[src/rtl/pipe_ctrl_regs_pkg.sv]
// Shared constants for the pipeline-register block: NOP encoding,
// forward-select codes and the layout of the decoded-control bundle.
package pipe_pkg;

    localparam int XLEN_DEF   = 32;
    localparam int CTRL_W_DEF = 12;

    // addi x0, x0, 0
    localparam logic [31:0] NOP_INSTR = 32'h0000_0013;

    localparam logic [1:0] FWD_REG = 2'b00;
    localparam logic [1:0] FWD_WB  = 2'b01;
    localparam logic [1:0] FWD_MEM = 2'b10;

    // Bit offsets of the fields inside CtrlD/CtrlE
    localparam int CTRL_REGWRITE   = 0;
    localparam int CTRL_RESSRC_LSB = 1;  // 2 bits
    localparam int CTRL_MEMWRITE   = 3;
    localparam int CTRL_JUMP       = 4;
    localparam int CTRL_BRANCH     = 5;
    localparam int CTRL_ALUCTL_LSB = 6;  // 3 bits
    localparam int CTRL_ALUSRC     = 9;  // bits 10..11 spare

    // The reserved code 2'b11 falls back to the register-file value
    function automatic logic [1:0] fwd_norm(input logic [1:0] sel);
        return (sel == FWD_WB || sel == FWD_MEM) ? sel : FWD_REG;
    endfunction

endpackage

[src/rtl/pipe_reg.sv]
// Generic pipeline register bank: clear beats enable, async reset loads
// the same clear value so a flushed stage and a reset stage look alike.
module pipe_reg #(
    parameter int             W       = 1,
    parameter logic [W-1:0]   CLR_VAL = '0
) (
    input  logic         clk,
    input  logic         rst,
    input  logic         en_i,
    input  logic         clr_i,
    input  logic [W-1:0] d_i,
    output logic [W-1:0] q_o
);

    logic [W-1:0] q_q;

    // Bank update: reset/clear to the bubble value, else capture when enabled
    always_ff @(posedge clk or posedge rst) begin
        if (rst)        q_q <= CLR_VAL;
        else if (clr_i) q_q <= CLR_VAL;
        else if (en_i)  q_q <= d_i;
    end

    assign q_o = q_q;

endmodule

[src/rtl/pipe_ctrl_regs.sv]
// PC, IF/ID and ID/EX registers of the 5-stage RV32I core under hazard
// control, plus the EX operand forwarding muxes and perf counters.
module pipe_ctrl_regs
    import pipe_pkg::*;
#(
    parameter int               XLEN     = XLEN_DEF,
    parameter logic [XLEN-1:0]  RESET_PC = '0,
    parameter int               CTRL_W   = CTRL_W_DEF,
    parameter int               CNT_W    = 32
) (
    input  logic              clk,
    input  logic              rst,
    input  logic              StallF,
    input  logic              StallD,
    input  logic              FlushD,
    input  logic              FlushE,
    input  logic              PCSrcE,
    input  logic [XLEN-1:0]   PCTargetE,
    input  logic [31:0]       InstrF,
    output logic [XLEN-1:0]   PCF,
    output logic [31:0]       InstrD,
    output logic [XLEN-1:0]   PCD,
    output logic [XLEN-1:0]   PCPlus4D,
    output logic              ValidD,
    input  logic [XLEN-1:0]   RD1D,
    input  logic [XLEN-1:0]   RD2D,
    input  logic [XLEN-1:0]   ImmExtD,
    input  logic [4:0]        Rs1D,
    input  logic [4:0]        Rs2D,
    input  logic [4:0]        RdD,
    input  logic [CTRL_W-1:0] CtrlD,
    output logic [4:0]        Rs1E,
    output logic [4:0]        Rs2E,
    output logic [4:0]        RdE,
    output logic [CTRL_W-1:0] CtrlE,
    output logic [XLEN-1:0]   ImmExtE,
    output logic [XLEN-1:0]   PCE,
    output logic [XLEN-1:0]   PCPlus4E,
    output logic              ValidE,
    input  logic [1:0]        ForwardAE,
    input  logic [1:0]        ForwardBE,
    input  logic [XLEN-1:0]   ALUResultM,
    input  logic [XLEN-1:0]   ResultW,
    output logic [XLEN-1:0]   SrcAE,
    output logic [XLEN-1:0]   WriteDataE,
    output logic [CNT_W-1:0]  stall_cnt,
    output logic [CNT_W-1:0]  flush_cnt
);

    localparam logic [XLEN-1:0] PC_INC = XLEN'(4);
    localparam int DW = 32 + 2 * XLEN + 1;
    localparam int EW = CTRL_W + 15 + 5 * XLEN + 1;
    localparam logic [DW-1:0] D_CLR = {NOP_INSTR, {(2 * XLEN + 1){1'b0}}};

    // ---------------- PC register ----------------
    logic [XLEN-1:0] pcf_q, pcf_d;
    logic [XLEN-1:0] pcf_plus4;

    assign pcf_plus4 = pcf_q + PC_INC;

    // Next PC: a redirect is taken even while fetch is stalled
    always_comb begin
        pcf_d = pcf_q;
        if (PCSrcE)       pcf_d = PCTargetE;
        else if (!StallF) pcf_d = pcf_plus4;
    end

    // PC state
    always_ff @(posedge clk or posedge rst) begin
        if (rst) pcf_q <= RESET_PC;
        else     pcf_q <= pcf_d;
    end

    assign PCF = pcf_q;

    // ---------------- IF/ID ----------------
    logic [DW-1:0] ifid_d, ifid_q;

    assign ifid_d = {InstrF, pcf_q, pcf_plus4, 1'b1};

    pipe_reg #(.W(DW), .CLR_VAL(D_CLR)) u_ifid (
        .clk   (clk),
        .rst   (rst),
        .en_i  (!StallD),
        .clr_i (FlushD),
        .d_i   (ifid_d),
        .q_o   (ifid_q)
    );

    assign {InstrD, PCD, PCPlus4D, ValidD} = ifid_q;

    // ---------------- ID/EX ----------------
    // No stall on E: a load-use hold is StallD plus a FlushE bubble.
    logic [EW-1:0]   idex_d, idex_q;
    logic [XLEN-1:0] rd1e, rd2e;

    assign idex_d = {CtrlD, Rs1D, Rs2D, RdD, RD1D, RD2D, ImmExtD, PCD, PCPlus4D, ValidD};

    pipe_reg #(.W(EW), .CLR_VAL('0)) u_idex (
        .clk   (clk),
        .rst   (rst),
        .en_i  (1'b1),
        .clr_i (FlushE),
        .d_i   (idex_d),
        .q_o   (idex_q)
    );

    assign {CtrlE, Rs1E, Rs2E, RdE, rd1e, rd2e, ImmExtE, PCE, PCPlus4E, ValidE} = idex_q;

    // ---------------- Forwarding ----------------
    // Operand A/B select between register file, WB result and MEM ALU result
    always_comb begin
        SrcAE      = rd1e;
        WriteDataE = rd2e;
        case (fwd_norm(ForwardAE))
            FWD_WB:  SrcAE = ResultW;
            FWD_MEM: SrcAE = ALUResultM;
            default: SrcAE = rd1e;
        endcase
        case (fwd_norm(ForwardBE))
            FWD_WB:  WriteDataE = ResultW;
            FWD_MEM: WriteDataE = ALUResultM;
            default: WriteDataE = rd2e;
        endcase
    end

    // ---------------- Performance counters ----------------
    logic [CNT_W-1:0] stall_cnt_q, stall_cnt_d;
    logic [CNT_W-1:0] flush_cnt_q, flush_cnt_d;

    // Saturating increments, each counter independent of the other
    always_comb begin
        stall_cnt_d = stall_cnt_q;
        flush_cnt_d = flush_cnt_q;
        if (StallD && stall_cnt_q != '1) stall_cnt_d = stall_cnt_q + CNT_W'(1);
        if (FlushE && flush_cnt_q != '1) flush_cnt_d = flush_cnt_q + CNT_W'(1);
    end

    // Counter state
    always_ff @(posedge clk or posedge rst) begin
        if (rst) begin
            stall_cnt_q <= '0;
            flush_cnt_q <= '0;
        end else begin
            stall_cnt_q <= stall_cnt_d;
            flush_cnt_q <= flush_cnt_d;
        end
    end

    assign stall_cnt = stall_cnt_q;
    assign flush_cnt = flush_cnt_q;

endmodule

[config.mk]
export PLATFORM = sky130hd
export DESIGN_NAME = pipe_ctrl_regs
export DESIGN_NICKNAME = d
export VERILOG_FILES = /design/src/rtl/pipe_ctrl_regs_pkg.sv /design/src/rtl/pipe_reg.sv /design/src/rtl/pipe_ctrl_regs.sv
export SDC_FILE = /design/constraint.sdc
export NUM_CORES = 1
export LEC_CHECK = 0
export ABC_AREA = 1
export CAP_MARGIN = 30
export CORE_AREA = 5 5 248 250
export CTS_CLUSTER_SIZE = 28
export DETAILED_ROUTE_END_ITERATION = 6
export DIE_AREA = 0 0 253 255
export DONT_BUFFER_PORTS = 1
export GPL_ROUTABILITY_DRIVEN = 0
export HOLD_SLACK_MARGIN = 0.1
export PLACE_DENSITY = 0.5
export SETUP_SLACK_MARGIN = 0.4
export SYNTH_ARGS = -nofsm -noshare
export SYNTH_HDL_FRONTEND = slang
export SYNTH_SLANG_ARGS = --single-unit
[constraint.sdc]
create_clock -name clk -period 13.2 [get_ports clk]
set_clock_uncertainty 0.15 [all_clocks]
set_input_delay 1.32 -clock clk [delete_from_list [all_inputs] [get_ports clk]]
set_output_delay 1.32 -clock clk [all_outputs]
set_load 0.03 [all_outputs]
# Yosys cells after proc, flatten, opt, wreduce, memory -nomap -nowiden
# Cells that the tools add are included.
# classes
add_sub_neg,3
n_eq_ne,12
muxes,9
reduce_logical,4
# op_table
op,n
97-bit two-way mux,2
188-bit two-way mux,1
32-bit one-hot mux with 2 select lines,2
32-bit by 1-bit adder with 32-bit output (second input constant),2
32-bit two-way mux,2
32-bit inequality test (second input constant),2
32-bit by 3-bit adder with 32-bit output (second input constant),1
2-bit by 1-bit == test with 1-bit output (second input constant),4
2-bit == test (second input constant),4
2-bit two-way mux,2
2-bit by 1-bit inequality test with 1-bit output (second input constant),2
1-bit logical AND,2
1-bit logical OR,2
# totals
ff_bits,381
in_bits,262
output_inout_bits,381
word_cells,33

# Logic depth before layout (Yosys ltp)
# depth
word_depth,5
depth_mapped,12
ltp_nobuf,10

# Modules after synthesis
# Synthesis repeated with hierarchy kept, for this count alone.
# hier_totals
cells_unflattened,2594
hier_area_um2,19167.1
# modules_own_cells
mod,instances,cells_per_inst,area_each_um2,seq_area_each_um2
pipe_ctrl_regs,1,1356,7885.1,2402.3
pipe_reg (u_idex),1,816,7465.9,4704.5
pipe_reg (u_ifid),1,422,3816.2,2431.1

# Worst setup path before layout
# No wires, ideal clock.
# synth_timing
path_type,input to output
startpoint,in ForwardAE[0]
endpoint,out SrcAE[0]
arrival_ps,2691
required_ps,11730
setup_slack_ps,9039
cell_stages,7
path_buffers,2
cell_sequence,inv_1 -> ha_1 -> clkbuf_1 -> inv_1 -> clkbuf_1 -> nor2_1 -> a21oi_1
# synth_between
elab_chain_len,5
elab_cells_between_ends,7
cone_classes,4 x eq/ne; 2 x mux; 1 x reduce/logical
# synth_lines
element,line_no,text
"start, declared",pipe_ctrl_regs.sv:40,"input logic [1:0] ForwardAE,"
2-bit by 1-bit == test with 1-bit output / 2-bit == test (equally long branches),pipe_ctrl_regs_pkg.sv:26,return (sel == FWD_WB || sel == FWD_MEM) ? sel : FWD_REG;
1-bit logical OR,pipe_ctrl_regs_pkg.sv:26,
2-bit two-way mux (*),pipe_ctrl_regs_pkg.sv:26,
2-bit == test / 2-bit by 1-bit == test with 1-bit output (equally long branches),pipe_ctrl_regs.sv:115,case (fwd_norm(ForwardAE))
32-bit one-hot mux with 2 select lines (*),pipe_ctrl_regs.sv:115,
"end, declared",pipe_ctrl_regs.sv:44,"output logic [XLEN-1:0] SrcAE,"
# Every way passes the cells marked *; elsewhere a longest branch is shown, timed or not.

# Worst setup path after layout
# layout_timing
startpoint,in ForwardBE[0]
endpoint,out WriteDataE[27]
# layout_between
elab_chain_len,5
elab_cells_between_ends,7
cone_classes,4 x eq/ne; 2 x mux; 1 x reduce/logical
# layout_lines
element,line_no,text
"start, declared",pipe_ctrl_regs.sv:41,"input logic [1:0] ForwardBE,"
2-bit by 1-bit == test with 1-bit output / 2-bit == test (equally long branches),pipe_ctrl_regs_pkg.sv:26,
1-bit logical OR,pipe_ctrl_regs_pkg.sv:26,
2-bit two-way mux (*),pipe_ctrl_regs_pkg.sv:26,
2-bit == test / 2-bit by 1-bit == test with 1-bit output (equally long branches),pipe_ctrl_regs.sv:120,case (fwd_norm(ForwardBE))
32-bit one-hot mux with 2 select lines (*),pipe_ctrl_regs.sv:120,
"end, declared",pipe_ctrl_regs.sv:45,"output logic [XLEN-1:0] WriteDataE,"
# Marks and branches as above.

==> impl_metrics.toml <==
[outcome]
status = "finished with violations"
violations = "DRC"

[worst_setup_path]
critPathMaxFanout = 33
required_ns = 11.73
cp-startpoint = "ForwardBE[0]"
arrival_ns = 3.15
start_kind = "primary input"
worstSetupPathType = "primary input to primary output"
r2r_start = "flush_cnt[0]"
cp-end-kind = "primary output"

[grt]
grt_first_pass_wirelength_mm = 93.1
grt_pass1_vias = 14300
grt_max_degree = 189
track_usage_pct = 19.0
antenna_found_initial = 8
grt_overflow = 0

[final_layout]
register_area_um2 = 9440
fillCellCount = 6234
nNetsFinal = 2440
area_growth_syn_to_layout_pct = 7.59
finalNonFillerCells = 2985
drive_above_1_share_pct = 4.54
multiInputGateArea_um2 = 6230
post-route-util_pct = 33.2

[synth]
yosys.area.top_type_share_pct = 51.6
synthTopCellsByArea = "dfrtp_1, nand2_1, nor2_1"
syn-num-nets = 2587
synth_top_area_cell = "dfrtp_1"
yosys_register_bits = 377
async_flop_share_pct = 100
synthFlopType = "dfrtp_1"
synth_warnings = 0
mappedNetlistArea_um2 = 18100
syn_area_per_cell_um2 = 7.83
synth_common_cells = "nand2_1, nor2_1, dfrtp_1"
yosysSeqAreaShare_pct = 52.0
synth_cells = 2318
synthDistinctLibCells = 31
synth-edff-count = 0
post-synth-top-count-cell = "nand2_1"

[sta]
final.period_utilization_pct = 35.0
worstMarginPinSlew_ns = 1.00
fin_crit_ns = 4.62
grt_setup_unrepaired = "false"
clock.fmax_ghz = 0.216
maxSlewHeadroom_pct = 33.1
report.final.slew_viol_count = 0
setup-violations-final = 0
fin_tns_setup_ns = 0
hold_viol = 0

[job]
max-cap-violations = 0

[routing]
drc = 9
drtPass1Iterations = 7
vias = 14300
vias_per_cell = 4.79
wl_per_cell_um = 21.7
drt-total-wl_mm = 64.8
drt_iter0_drc = 1195
ant_nets = 0

[clock_network]
cts_max_level = 2
cts-buffers-inserted = 44
post_cts_buffers = 0
cts_root_buf = "clkbuf_16"
cts.repair.resized = 0
clk_pin_slew_ns = 0.06
clock_path_buffers = 3
numClockSinks = 377
cts_tree = "built"
hold_buffers = 0
clock_latency_ns = 0.56

[floorplanning]
initial_utilization_pct = 30.8
rows = 89
core_area_um2 = 58800
die_area_um2 = 64500
die-width_um = 253
io_pins = 643
die_h_um = 255

[place]
numPortBuffers = 0
post-dp-hpwl_mm = 49.3
dpl.cell_count = 2897

[min_path]
hold_class = "flop to flop"
min_from = "u_ifid.q_o[69]"

[power]
vdd_drop_max_v = 0.0000963
powerDensity_nw_per_um2 = 152
leakagePower_nw = 9.72
-- per-layer routing --
| metal | vias up | global-route usage [%] | share of wire, % |
|---|---|---|---|
| li1 | 6639 | - | - |
| met1 | 6883 | 20.4 | 35 |
| met2 | 634 | 34.0 | 51 |
| met3 | 128 | 7.01 | 9.7 |
| met4 | 2 | 7.47 | 4.0 |
| met5 | - | 0 | 0.025 |
-- critical path, cell delays in order --
cell and delay (ns):
inv_1 0.02, ha_1 0.27, buf_4 0.27, inv_1 0.39
buf_16 0.22, nor2_1 0.06, a21oi_1 0.54
-- sequential cells by signal, summed over array words and instances (netlist names) --
name        flops
u_ifid.q_o     95
u_idex.q_o    186
flush_cnt      32
stall_cnt      32
PCF            32
-- power breakdown --
part           switching (mW)  internal [mW]  leakage, nW
registers               0.218           1.22         4.98
clock network           0.499          0.723        0.696
logic                   0.226         0.0816         4.04
-- kinds of logic after synthesis --
group / share of synthesized area (%)
AOI/OAI and AO/OA: 7.97
adders and majority gates: 0.483
buffers and inverters: 13.7
and+or+nand+nor: 23.8
DFF: 52.0
xor gates and xnor gates: 1.98
-- cell usage in the layout (no fill, tap or decap), types with 4 or more instances in the layout --
master | Yosys | routed
a21oi_1 | 129 | 129
clkbuf_8 | 0 | 6
dfrtp_1 | 374 | 374
buf_16 | 0 | 5
ha_1 | 7 | 7
clkbuf_1 | 68 | 14
a22o_1 | 29 | 29
o21ai_0 | 38 | 38
clkinv_2 | 0 | 4
nor2_1 | 393 | 391
buf_4 | 128 | 11
diode_2 | 0 | 8
clkbuf_16 | 0 | 45
o22ai_1 | 41 | 41
xnor2_1 | 11 | 11
nand3_1 | 55 | 55
o21bai_1 | 4 | 4
nand2_1 | 660 | 660
xor2_1 | 30 | 30
nor2_4 | 2 | 4
inv_1 | 310 | 309
o221ai_1 | 4 | 4
-- through the flow --
stage	area, µm²	hold slack, ns	power [mW]	worst slack, ns
2_1_floorplan	18100	0.441	1.69	1.26
3_3_place_gp	17900	0.451	1.76	8.25
3_5_place_dp	18000	0.468	1.77	8.58
4_1_cts	19500	0.476	3.01	8.59
5_1_grt	19500	0.487	3.10	8.48
6_report	19500	0.473	2.97	8.58
-- worst paths after layout --
path | endpoint | slack [ns] | depth (start not counted)
setup / recovery | WriteDataE[27] | 8.58 | 7
hold / removal | u_ifid.q_o[69] | 0.47 | 1
setup reg to reg | flush_cnt[21] | 10.09 | 10
hold reg to reg | u_ifid.q_o[69] | 0.47 | 1
max in group asynchronous | flush_cnt[17] | 10.19 | 3
min in group asynchronous | u_idex.q_o[123] | 0.51 | 1
-- area by class of cell --
class / count / area share [%]
diodes: 8 / 0.103
clock buffers: 65 / 6.46
clock inverters: 14 / 0.878
inverters: 314 / 6.09
multi-input cells: 1417 / 31.9
flip-flops and latches: 377 / 48.4
well taps: 773 / 4.96
repair buffers: 17 / 1.23
(Power assumes the default switching activity.)
